$ cat src/rtl/skolem_witness_search.sv
// skolem_witness_search: for each universal assignment x, searches existential candidates y
// one per cycle. It returns the first y for which o = NOR(cubes over {x, y}) is 1, or reports
// that no y satisfies o.
//
// Ports:
//   clk, rst_n          clock, asynchronous active-low reset
//   in_valid/in_ready   x request handshake; in_ready is high only in IDLE
//   in_x[NX-1:0]        universal assignment, in_x[i] = x(i+1)
//   out_valid/out_ready result handshake; result is held while out_ready is low
//   out_y[NY-1:0]       witness, out_y[j] = y(j+1); 0 when unsat
//   out_sat             1 = witness found
//   out_iters[NY:0]     number of candidates evaluated (1..2^NY)
module skolem_witness_search #(
  parameter int unsigned NX     = 3,
  parameter int unsigned NY     = 2,
  parameter int unsigned NTERMS = 3,
  parameter logic [NTERMS*(NX+NY)-1:0] POS_MASK = 15'b00010_11000_00111,
  parameter logic [NTERMS*(NX+NY)-1:0] NEG_MASK = 15'b10001_00010_00000,
  parameter bit          WARM_START = 1'b0
) (
  input  logic          clk,
  input  logic          rst_n,
  input  logic          in_valid,
  output logic          in_ready,
  input  logic [NX-1:0] in_x,
  output logic          out_valid,
  input  logic          out_ready,
  output logic [NY-1:0] out_y,
  output logic          out_sat,
  output logic [NY:0]   out_iters
);

  localparam int unsigned NV = NX + NY;
  localparam logic [NY:0] NumCand = {1'b1, {NY{1'b0}}};

  typedef enum logic [1:0] {StIdle, StSearch, StDone} state_e;

  state_e        state_q, state_d;
  logic [NX-1:0] x_q, x_d;
  logic [NY-1:0] cand_q, cand_d;
  logic [NY:0]   cnt_q, cnt_d;
  logic [NY-1:0] last_y_q, last_y_d;
  logic [NY-1:0] out_y_q, out_y_d;
  logic          out_sat_q, out_sat_d;
  logic [NY:0]   out_iters_q, out_iters_d;

  logic [NV-1:0]     lit;
  logic [NTERMS-1:0] cube;
  logic              o;
  logic [NY:0]       cnt_inc;

  assign lit     = {x_q, cand_q};
  assign cnt_inc = cnt_q + (NY+1)'(1);

  // All-zero masks make a cube constant true; overlapping pos/neg bits make it constant false.
  always_comb begin
    cube = '0;
    for (int t = 0; t < NTERMS; t++) begin
      cube[t] = ((lit & POS_MASK[t*NV +: NV]) == POS_MASK[t*NV +: NV]) &&
                ((lit & NEG_MASK[t*NV +: NV]) == '0);
    end
    o = ~|cube;
  end

  always_comb begin
    state_d     = state_q;
    x_d         = x_q;
    cand_d      = cand_q;
    cnt_d       = cnt_q;
    last_y_d    = last_y_q;
    out_y_d     = out_y_q;
    out_sat_d   = out_sat_q;
    out_iters_d = out_iters_q;
    unique case (state_q)
      StIdle: begin
        if (in_valid) begin
          x_d     = in_x;
          cand_d  = WARM_START ? last_y_q : '0;
          cnt_d   = '0;
          state_d = StSearch;
        end
      end
      StSearch: begin
        if (o) begin
          out_y_d     = cand_q;
          out_sat_d   = 1'b1;
          out_iters_d = cnt_inc;
          last_y_d    = cand_q;
          state_d     = StDone;
        end else if (cnt_inc == NumCand) begin
          // Exhaustion is tracked by cnt so a warm-started search still covers every y once.
          out_y_d     = '0;
          out_sat_d   = 1'b0;
          out_iters_d = NumCand;
          state_d     = StDone;
        end else begin
          cand_d = cand_q + NY'(1);
          cnt_d  = cnt_inc;
        end
      end
      StDone: begin
        if (out_ready) state_d = StIdle;
      end
      default: state_d = StIdle;
    endcase
  end

  always_ff @(posedge clk or negedge rst_n) begin
    if (!rst_n) begin
      state_q     <= StIdle;
      x_q         <= '0;
      cand_q      <= '0;
      cnt_q       <= '0;
      last_y_q    <= '0;
      out_y_q     <= '0;
      out_sat_q   <= 1'b0;
      out_iters_q <= '0;
    end else begin
      state_q     <= state_d;
      x_q         <= x_d;
      cand_q      <= cand_d;
      cnt_q       <= cnt_d;
      last_y_q    <= last_y_d;
      out_y_q     <= out_y_d;
      out_sat_q   <= out_sat_d;
      out_iters_q <= out_iters_d;
    end
  end

  assign in_ready  = (state_q == StIdle);
  assign out_valid = (state_q == StDone);
  assign out_y     = out_y_q;
  assign out_sat   = out_sat_q;
  assign out_iters = out_iters_q;

endmodule

$ cat config.mk
export PLATFORM = sky130hd
export DESIGN_NAME = skolem_witness_search
export DESIGN_NICKNAME = d
export VERILOG_FILES = /design/src/rtl/skolem_witness_search.sv
export SDC_FILE = /design/constraint.sdc
export NUM_CORES = 1
export LEC_CHECK = 0
export BUFFER_PORTS_ARGS = -buffer_cell sky130_fd_sc_hd__buf_2
export CAP_MARGIN = 40
export CORE_MARGIN = 2
export CORE_UTILIZATION = 51
export DETAILED_ROUTE_END_ITERATION = 10
export HOLD_SLACK_MARGIN = 0.08
export PLACE_DENSITY = 0.73
export SYNTH_ARGS = -nofsm -noshare
export SYNTH_HDL_FRONTEND = slang
export SYNTH_SLANG_ARGS = --single-unit
$ cat constraint.sdc
create_clock -name clk -period 1.9 [get_ports clk]
set_clock_uncertainty 0.15 [all_clocks]
set_input_delay 0.19 -clock clk [delete_from_list [all_inputs] [get_ports clk]]
set_output_delay 0.19 -clock clk [all_outputs]
set_load 0.005 [all_outputs]
==> reports/metrics.cfg <==
[sta]
timing.final.crit_period_ns=1.79
tightest_slew_ns=0.348
finalCritPeriodShare_pct=94.2
setup_viol=0
fin_hold_ws_ns=0.182
slew_violations=0
tns_ns=0
slew-limit-headroom_pct=76.7
rsz0062_at_grt=no
clock.fmax_ghz=0.559
finalHoldViolations=0

[floorplan]
initial_core_util_pct=56.3
dieArea_um2=1790
num_rows=13
dieHeight_um=42.4
pin_count=15
die_x_um=42.4
design.core.area_um2=1330

[routing]
drt_iter0_drc=1
ant_nets=0
m1WireLength_um=620
routed.top_layer=met4
wl_per_cell_um=12.8
drt_wl_total_um=1300
vias_per_cell=5.22
wl_met3_um=32
drt_pass1_iterations=2
met2_wirelength_um=621
vias=532
route.detailed.drc=0

[cts]
clk_pin_slew_worst_paths_ns=0.10
clock_latency_ns=0.28
cts-root-buf=clkbuf_4
cts_buffers=3
ctsLongestPathBuffers=2
cts-resized-gates=0
hold_buffers=6
cts_sinks=16
h-tree-depth=1
post-cts-setup-buffers=0
cts_tree=yes

[setup_path]
r2r_cells=5
end_kind=flip-flop
r2r_start=cnt_q[0]
r2r-end=out_y[1]
cp_slowest_cell=dfrtp_1
cp_max_fo=6
critPathArrivalTime_ns=1.82
worst_path_largest_cell_delay_ns=0.43
critPathKind=flip-flop to flip-flop
cp_top_family=compound AO/OA/AOI/OAI gates
worst_setup_path_start_kind=flip-flop
rrSetupSlack_ns=0.11
required_ns=1.93
path_cells=ha_1, xor2_1, nand2_1, a21o_2, a22o_2
crit_buf_inv=0

[cells_and_area]
diodes=0
areaGrowthSynthToFinish_pct=24.7
nets=98
mostFrequentLayoutCells=dfrtp_1 (16), buf_2 (14), nand2_1 (11)
final_common_cell=dfrtp_1
drive_gt1_share_pct=33.3

[synth]
yosysTopAreaCellShare_pct=53.3
avgSynthCellArea_um2=11.9
ys_seq_area_share_pct=53.3
synthCells=63
synth-seq-cells=16
syn_nets=73
synth_area_leaders=dfrtp_1 (53%), nand2_1 (5.5%), mux2i_1 (5.3%)
synth_top_cell_by_area=dfrtp_1
syn_area_um2=751
yosysWarningCount=0
ys_types=21

[power_and_ir_drop]
leakage_nw=0.494
power.density_nw_per_um2=1470
ir_drop_uv=853

[place]
hpwlAfterDp_um=964
port_buffers=14
gp_congestion=0.667

[outcome]
status=complete, no violations

[global_routing]
grt.total_usage_pct=17.3
grt_max_degree=17
grt_pass1_wl_um=2260
grt_pass1_vias=531
grt.overflow.total=0
antenna_found_initial=0

[worst_hold_path]
holdCritPathClass=primary input to async pin

[flow_run]
cap_violations=0

==> synthesized netlist by cell type <==
cell type  count
dfrtp_1       16
nand2_1       11
inv_1          4
mux2i_1        4
a22o_2         3
ha_1           3
mux2_2         3
a2bb2oi_1      2
nand2b_1       2
nor2_1         2
nor2b_1        2
o21ai_0        2
a21o_2         1
a221o_2        1
nand3_4        1
nor3b_1        1
o211ai_2       1
o2bb2ai_1      1
or2b_2         1
or3b_1         1
xor2_1         1
==> worst max path at each step <==
| stage | from | to | slack [ns] | cells after the start |
|---|---|---|---|---|
| floorplan | cnt_q[0] | out_iters[1] | 0.21 | 5 |
| global placement | cnt_q[0] | out_y[0] | 0.16 | 5 |
| detailed placement | cnt_q[0] | out_y[1] | 0.13 | 5 |
| CTS | cnt_q[0] | out_y[1] | 0.11 | 5 |
| global route | cnt_q[0] | out_y[1] | 0.02 | 5 |
| finish | cnt_q[0] | out_y[1] | 0.11 | 5 |
==> kinds of logic after synthesis <==
family	after synthesis	share of synthesized area, %
simple gates	21	15.5
flops	16	53.3
compound gates	11	13.2
mux	7	9.83
buf+inv	4	2.00
fa+ha+maj	3	5.00
xor+xnor	1	1.17
==> per-layer routing <==
layer,vias to the layer above,global-route usage [%]
li1,267,-
met1,251,20.1
met2,10,29.2
met3,4,2.59
met4,0,11.3
met5,-,0
==> power by group <==
group / switching (mW) / internal (mW)
sequential: 0.110 / 0.487
combinational: 0.271 / 0.278
clock: 0.109 / 0.117
==> state kept, by name, indices dropped and copies added (netlist names) <==
register   count
state_q        2
x_q            3
out_iters      3
cnt_q          3
out_sat        1
out_y          2
cand_q         2
==> per-stage QoR <==
stage | power [mW] | setup WS (ns) | std cells | cell area [um2] | util [%]
CTS | 1.39 | 0.109 | 102 | 936 | 70.2
global placement | 1.14 | 0.165 | 92 | 840 | 62.9
floorplan | 0.976 | 0.211 | 63 | 751 | -
global route | 1.48 | 0.0190 | 102 | 936 | 70.2
finish | 1.37 | 0.111 | 102 | 936 | 70.2
detailed placement | 1.15 | 0.126 | 92 | 840 | 62.9
==> area by class of cell <==
type | instances | area [um2]
Inverter | 4 | 15.0
Tap cell | 15 | 18.8
Timing Repair Buffer | 20 | 130
Multi-Input combinational cell | 43 | 335
Sequential cell | 16 | 400
Clock buffer | 4 | 36.3
Fill cell | 104 | 398
==> worst register-to-register path: stages (launching register included) <==
cell and delay, ns:
dfrtp_1 0.43, ha_1 0.25, xor2_1 0.19, nand2_1 0.14, a21o_2 0.26, a22o_2 0.26
Power figures use the tool's default switching activity.
